==> config.mk <==
export PLATFORM = sky130hd
export DESIGN_NAME = if_id_fifo
export DESIGN_NICKNAME = d
export VERILOG_FILES = /design/src/rtl/if_id_fifo.sv
export SDC_FILE = /design/constraint.sdc
export NUM_CORES = 1
export LEC_CHECK = 0
export CAP_MARGIN = 20
export CORE_MARGIN = 2
export CORE_UTILIZATION = 40
export DETAILED_ROUTE_END_ITERATION = 8
export SLEW_MARGIN = 20
export SYNTH_ARGS = -nofsm -noshare
export SYNTH_HDL_FRONTEND = slang
export SYNTH_SLANG_ARGS = --single-unit
==> constraint.sdc <==
create_clock -name clk -period 5.5 [get_ports clk]
set_input_delay 1.1 -clock clk [delete_from_list [all_inputs] [get_ports clk]]
set_output_delay 1.1 -clock clk [all_outputs]
set_load 0.1 [all_outputs]
==> src/rtl/if_id_fifo.sv <==
// ---------------------------------------------------------------------------
// if_id_fifo
//
// Instruction queue between the fetch (IF) and decode (ID) stages. Each
// fetch cycle may deliver a {pc, inst, delay-slot flag, exception vector}
// tuple. The queue presents tuples to ID in order, first-word-fall-through,
// and soaks up ID stalls so instruction SRAM data already in flight is never
// lost. A branch mispredict or exception flushes every entry.
//
// Parameters
//   DEPTH  entry count (power of two, >= 2)
//   EXC_W  width of the exception vector carried with each instruction
//
// Ports
//   clk, rst_n       rising-edge clock, asynchronous active-low reset
//   flush_i          discard all entries (synchronous, beats push/pop)
//   in_valid_i       fetch presents a tuple this cycle
//   in_ready_o       queue can accept a tuple this cycle
//   if_pc_i, if_inst_i, if_inslot_i, if_excs_i, if_has_exc_i
//                    tuple fields from fetch
//   id_stall_i       decode cannot consume this cycle
//   id_valid_o       head entry valid
//   id_pc_o, id_inst_o, id_inslot_o, id_excs_o, id_has_exc_o
//                    head tuple fields, all zero while id_valid_o is low
//   count_o          current occupancy
//   stallreq_o       occupancy >= DEPTH-1, asks the controller to hold fetch
// ---------------------------------------------------------------------------
module if_id_fifo #(
    parameter int DEPTH = 4,
    parameter int EXC_W = 8
) (
    input  logic                       clk,
    input  logic                       rst_n,
    input  logic                       flush_i,
    input  logic                       in_valid_i,
    output logic                       in_ready_o,
    input  logic [31:0]                if_pc_i,
    input  logic [31:0]                if_inst_i,
    input  logic                       if_inslot_i,
    input  logic [EXC_W-1:0]           if_excs_i,
    input  logic                       if_has_exc_i,
    input  logic                       id_stall_i,
    output logic                       id_valid_o,
    output logic [31:0]                id_pc_o,
    output logic [31:0]                id_inst_o,
    output logic                       id_inslot_o,
    output logic [EXC_W-1:0]           id_excs_o,
    output logic                       id_has_exc_o,
    output logic [$clog2(DEPTH):0]     count_o,
    output logic                       stallreq_o
);

    localparam int AW      = $clog2(DEPTH);
    localparam int ENTRY_W = 32 + 32 + 1 + EXC_W + 1;

    localparam logic [AW-1:0] PTR_ONE    = AW'(1);
    localparam logic [AW:0]   CNT_ONE    = (AW + 1)'(1);
    localparam logic [AW:0]   CNT_FULL   = (AW + 1)'(DEPTH);
    localparam logic [AW:0]   CNT_ALMOST = (AW + 1)'(DEPTH - 1);

    logic [ENTRY_W-1:0] mem_q [DEPTH];

    logic [AW-1:0] wr_ptr_q, wr_ptr_d;
    logic [AW-1:0] rd_ptr_q, rd_ptr_d;
    logic [AW:0]   count_q,  count_d;

    logic               push;
    logic               pop;
    logic               not_empty;
    logic [ENTRY_W-1:0] wr_entry;
    logic [ENTRY_W-1:0] head_entry;

    // Handshake signals derive from registered occupancy only, so in_ready_o
    // never depends combinationally on ID. A full queue refuses new tuples
    // even if ID pops in the same cycle; the freed slot shows up next cycle.
    always_comb begin
        not_empty  = (count_q != '0);
        in_ready_o = (count_q != CNT_FULL);
        push       = in_valid_i & in_ready_o;
        pop        = not_empty & ~id_stall_i;
        wr_entry   = {if_pc_i, if_inst_i, if_inslot_i, if_excs_i, if_has_exc_i};
    end

    // Pointer and occupancy update. Flush wins over everything, dropping the
    // tuple presented alongside it.
    always_comb begin
        wr_ptr_d = wr_ptr_q;
        rd_ptr_d = rd_ptr_q;
        count_d  = count_q;
        if (flush_i) begin
            wr_ptr_d = '0;
            rd_ptr_d = '0;
            count_d  = '0;
        end else begin
            if (push) begin
                wr_ptr_d = wr_ptr_q + PTR_ONE;
            end
            if (pop) begin
                rd_ptr_d = rd_ptr_q + PTR_ONE;
            end
            if (push && !pop) begin
                count_d = count_q + CNT_ONE;
            end else if (pop && !push) begin
                count_d = count_q - CNT_ONE;
            end
        end
    end

    always_ff @(posedge clk or negedge rst_n) begin
        if (!rst_n) begin
            wr_ptr_q <= '0;
            rd_ptr_q <= '0;
            count_q  <= '0;
        end else begin
            wr_ptr_q <= wr_ptr_d;
            rd_ptr_q <= rd_ptr_d;
            count_q  <= count_d;
        end
    end

    // Storage is deliberately not reset; every read is gated by occupancy.
    always_ff @(posedge clk) begin
        if (push && !flush_i) begin
            mem_q[wr_ptr_q] <= wr_entry;
        end
    end

    // Head presentation: zero (a nop instruction) whenever the queue is empty.
    always_comb begin
        head_entry = not_empty ? mem_q[rd_ptr_q] : '0;
        {id_pc_o, id_inst_o, id_inslot_o, id_excs_o, id_has_exc_o} = head_entry;
        id_valid_o = not_empty;
        count_o    = count_q;
        // Fetch has one registered cycle in flight, so ask for a stall one
        // entry early to leave room for it.
        stallreq_o = (count_q >= CNT_ALMOST);
    end

endmodule

# ---- Word level (Yosys, flattened, before mapping)
# Memory sizes are Yosys's and may differ from the RTL's.
# Index checks and enable logic that the tools add are counted.
dict set report totals {
  register_bits 7
  mem_bits_rw 296
  elab_cells 33
  n_memories 1
}
# memory words word_bits rd rd_clocked_by_memory_dff wr line_no
set memory_table {}
lappend memory_table {mem_q 4 74 1 0 1 61} ;# logic [ENTRY_W-1:0] mem_q [DEPTH];
dict set report classes {
  add_sub_neg 4
  magnitude_cmp 1
  n_eq_ne 1
  mux 10
  bitwise_logic 3
  reduce_logical 10
}
# cell count
set ops {}
lappend ops {{2-to-1 mux 74 bit} 1}
lappend ops {{2-to-1 mux 3 bit} 3}
lappend ops {{2-to-1 mux 2 bit} 4}
lappend ops {{nonzero test 3 bit} 2}
lappend ops {{adder 2 x 1 -> 2 bit (second input constant)} 2}
lappend ops {{nonzero test 2 bit} 2}
lappend ops {{adder 3 x 1 -> 3 bit (second input constant)} 1}
lappend ops {{>= comparator 3 x 2 -> 1 bit (second input constant)} 1}
lappend ops {{logical AND 1 bit} 3}
lappend ops {{zero test 1 bit} 3}
lappend ops {{!= test 3 bit (second input constant)} 1}
lappend ops {{subtractor 3 x 1 -> 3 bit (second input constant)} 1}
lappend ops {{bitwise AND 1 bit} 2}
lappend ops {{2-to-1 mux 1 bit} 2}
lappend ops {{inverter 1 bit} 1}

# ---- Depth between registers and ports, before layout
# Gate-level depths: netlist of the first run.
dict set report depth {
  depth_word 7
  depth_mapped 9
}

# ---- Worst setup path after synthesis of the first run
# No wires, ideal clock.
dict set report synth_path {
  kind {register -> output}
  from {register count_q[1] (netlist: count_o[1])}
  to {output port id_pc_o[23]}
  arrival_ps 3192
  t_required_ps 4400
  path_slack_ps 1208
  path_stages_with_launch 5
  path_buffers 1
  cell_sequence {dfrtp_1 > nor3_1 > inv_1 > clkbuf_1 > and2_1}
}
dict set report synth_via {
  elab_chain_len 2
}
# element line_no
set synth_rtl {}
lappend synth_rtl {{from (decl)} 65} ;# logic [AW:0] count_q, count_d;
lappend synth_rtl {{from (signal assigned)} 117} ;# count_q <= count_d;
lappend synth_rtl {{nonzero test 3 bit} 77} ;# not_empty = (count_q != '0);
lappend synth_rtl {{net id_valid_o} 43} ;# output logic id_valid_o,
lappend synth_rtl {{2-to-1 mux 74 bit} 130} ;# head_entry = not_empty ? mem_q[rd_ptr_q] : '0;
lappend synth_rtl {{to (decl)} 44} ;# output logic [31:0] id_pc_o,
# The timed path passes the listed nets, and every way through them passes these cells.

# ---- Final worst setup path of the first run
dict set report layout_path {
  from {register rd_ptr_q[0]}
  to {output port id_inst_o[0]}
}
dict set report layout_via {
  elab_chain_len 2
}
# element line_no
set layout_rtl {}
lappend layout_rtl {{from (decl)} 64} ;# logic [AW-1:0] rd_ptr_q, rd_ptr_d;
lappend layout_rtl {{from (signal assigned)} 116} ;# rd_ptr_q <= rd_ptr_d;
lappend layout_rtl {{memory read (4 x 74 bit)} --}
lappend layout_rtl {{2-to-1 mux 74 bit} 130}
lappend layout_rtl {{to (decl)} 45} ;# output logic [31:0] id_inst_o,
# Every way passes these cells.

==> results by group, run 1 <==
Floorplan
  • Total core area: 28800 µm²
  • Die Ht: about 180 µm
  • Initial Util: between 40% and 50%
  • Chip width: 175 µm
  • IO Pins: 159
  • Site Rows: 62
  • Die area: around 30000 µm²

Global route
  • Largest net degree at the start of global routing: ~60
  • First-pass GRT wire length: 36000 µm
  • Global route overflow: 0
  • Number of global-route vias before repair: about 6400
  • Total track usage: approximately 15%
  • Initial antenna violation count: 0

Setup path
  • FF-to-FF path depth: 9
  • Crit-path cells: buf_4 -> mux4_2 -> and2_1 -> clkdlybuf4s50_1
  • Setup crit start kind: flop
  • Critical path's slowest cell: dfrtp_4
  • CP arrival: 3.67 ns
  • Worst setup endpoint: id_inst_o[0]
  • Worst r2r dst: count_o[2]$_DFFE_PN0P_
  • CP max stage delay: a little over 1 ns
  • Critical path endpoint category: output pin
  • Crit path max fanout: 43
  • Start point of the critical path: rd_ptr_q[0]$_DFFE_PN0P_
  • Reg-to-reg slack, setup: ~2.7 ns
  • Crit path required time: between 4 and 5 ns
  • Worst R2R Start: count_o[1]$_DFFE_PN0P_
  • Worst Setup Path Type: flop to output pin

Yosys
  • Mapped Cells: roughly 530
  • Commonest cells post-synth: edfxtp_1 (296), and2_1 (79), mux4_2 (74), clkbuf_1 (10)
  • YS warnings: 0
  • Post-synth EDFFs: about 300
  • Register bit total from synthesis: between 300 and 400
  • Cell with the most instances after synthesis: edfxtp_1
  • Post-synth top flop: edfxtp_1
  • Synth area leader: edfxtp_1
  • Syn Nets: ~600
  • Sequential-to-total area share from yosys stat: 77.4%
  • Yosys top cell area share: 75.9%
  • Mean post-synth cell area: 22.2 µm²
  • Area contributors post-synth: edfxtp_1 (76%), mux4_2 (14%), and2_1 (4.2%)
  • Post-synth ARST share: 2.31%
  • Netlist cell types: 32
  • Synthesized area: about 12000 µm²

Clock network
  • CTS root buf: clkbuf_16
  • CTS resizes: 0
  • Post CTS Setup Buffer Count: 0
  • Clk slew on worst S/H paths: 0.06 ns
  • Sink Count: about 300
  • Worst-Skew Late Latency: ~0.50 ns
  • TritonCTS buffer count: 34
  • H-tree lvl count: 2
  • Clock tree buffer depth: 3
  • Cts hold-fix bufs: 0
  • CTS tree: yes

Drt
  • Routed Antenna Nets: 0
  • Wire per inst: between 20 and 25 µm
  • DR pass1 iterations: 5
  • Routed wire length: 22900 µm
  • Residual DRC: 0
  • Detail-routed via count per cell: 5.05
  • Via count: around 5700
  • Initial drt markers: approximately 360

STA
  • Max Transition Viols Final: 0
  • Final setup violation count: 0
  • Final hold violations: 0
  • TNS Setup: 0 ns
  • Fmax: around 210 MHz
  • Post-route minimum period: about 4.8 ns
  • RSZ-0062 raised after global routing: false
  • Tcrit/Tclk final: around 87%
  • Relative slew slack: a little under a third
  • Clock Skews: ~0.012 ns
  • Slew @ Worst Pin: ~1.0 ns
  • Min setup slack post-route: approximately 0.73 ns

Status
  • Status: complete, no violations

Placement
  • RePlAce Congestion: between 0.7 and 0.8
  • Detail Placement HPWL: 13500 µm
  • Placed Area: around 14000 µm²
  • Dpl ws: 1.15 ns
  • Buffers on Ports: between 150 and 200

Finish
  • Share of cells above drive strength 1: just under 20%
  • Layout area overhead: 26.1%
  • Fillers: 2286
  • Layout Utilization: 51.3%
  • Post-route cell area: between 10000 and 15000 µm²
  • N_diodes: 0
  • Layout Nets: slightly below 800

Hold path
  • Hold Path Depth: 2
  • Hold Path Class: flop to flop

Flow run
  • # Max-Cap Violations: 0
placed cells by master, fill, tap and decap left out:
cell / n
o311a_1: 1
clkinvlp_4: 3
nand2b_1: 2
xor2_1: 1
clkbuf_1: 10
clkdlybuf4s50_1: 158
a311oi_1: 1
dfrtp_4: 2
a21oi_1: 4
clkbuf_8: 2
or3b_2: 1
nand3_1: 3
o21ai_0: 4
a21boi_0: 1
fa_1: 1
clkbuf_16: 37
mux2i_1: 1
o21ba_2: 1
clkinv_1: 4
xnor2_1: 1
nor2_1: 7
a21o_1: 1
inv_6: 1
inv_2: 1
a31oi_1: 1
inv_1: 5
nor3_1: 1
edfxtp_1: 296
mux4_2: 74
ha_1: 4
and2_4: 4
buf_4: 15
nor3b_1: 1
clkinv_2: 5
nand2_1: 2
dfrtp_1: 5
and2_1: 75
or3_1: 1
sequential cells by signal (all words and copies together), names as in the netlist:
register  flops
wr_ptr_q      2
count_o       3
rd_ptr_q      2
mem_q       296
worst min path at each step:
stage | from | to | slack [ns]
after floorplan | wr_ptr_q[1]$_DFFE_PN0P_ | wr_ptr_q[1]$_DFFE_PN0P_ | 0.54
after global placement | wr_ptr_q[1]$_DFFE_PN0P_ | wr_ptr_q[1]$_DFFE_PN0P_ | 0.55
after detailed placement | wr_ptr_q[1]$_DFFE_PN0P_ | wr_ptr_q[1]$_DFFE_PN0P_ | 0.59
after CTS | wr_ptr_q[1]$_DFFE_PN0P_ | wr_ptr_q[1]$_DFFE_PN0P_ | 0.60
after global routing | wr_ptr_q[1]$_DFFE_PN0P_ | wr_ptr_q[1]$_DFFE_PN0P_ | 0.62
final | wr_ptr_q[1]$_DFFE_PN0P_ | wr_ptr_q[1]$_DFFE_PN0P_ | 0.60
routing by layer:
metal | track usage, % | routed length (µm) | vias to the layer above
met3 | 3.79 | 1270 | 29
met4 | 4.55 | 429 | 0
li1 | - | - | 2509
met2 | 26.9 | 11900 | 155
met1 | 18.9 | 9250 | 2967
met5 | 0 | 0 | -
critical path, delay by kind of cell, from the launching register on:
family        cells  cell delay, ns
buf+inv           2            1.40
simple gates      1            0.19
flops             1            1.02
mux               1            0.53
cell type report:
class / count / area (µm²) / share of cell area (%)
multi-input cells: 193 / 2450 / 16.6
clock buffers: 49 / 991 / 6.71
inverters: 6 / 22.5 / 0.152
clock inverters: 13 / 71.3 / 0.483
repair buffers: 173 / 1690 / 11.5
well taps: 384 / 480 / 3.25
flip-flops and latches: 303 / 9070 / 61.4
per-stage QoR:
| stage | std cells | hold slack [ns] |
|---|---|---|
| floorplan | 528 | 0.543 |
| global placement | 1059 | 0.553 |
| detailed placement | 1059 | 0.593 |
| CTS | 1121 | 0.602 |
| global route | 1121 | 0.617 |
| finish | 1121 | 0.599 |
kinds of logic (layout without fill, tap and decap cells):
group                    count (synthesis)  count (layout)  synth area share, %
flip-flops                             303             303                 77.4
AND/OR/NAND/NOR                         97              97                 4.98
multiplexers                            75              75                 14.3
buffers and inverters                   32             241                 1.83
AO/OA/AOI/OAI                           14              14                0.769
adder cells (fa/ha/maj)                  5               5                0.598
XOR/XNOR                                 2               2                0.150
Power of run 1 is not shown: default switching activity piles up to over one toggle a cycle in this logic, so the estimate is an artifact.
==> run 2: changes to the inputs <==
Settings changed: CAP_MARGIN 20 to 25.
==> results of run 2 <==
Same layout as run 1: the final DEF is identical, and so are final timing and power.
Power of run 2 is left out for the same reason.
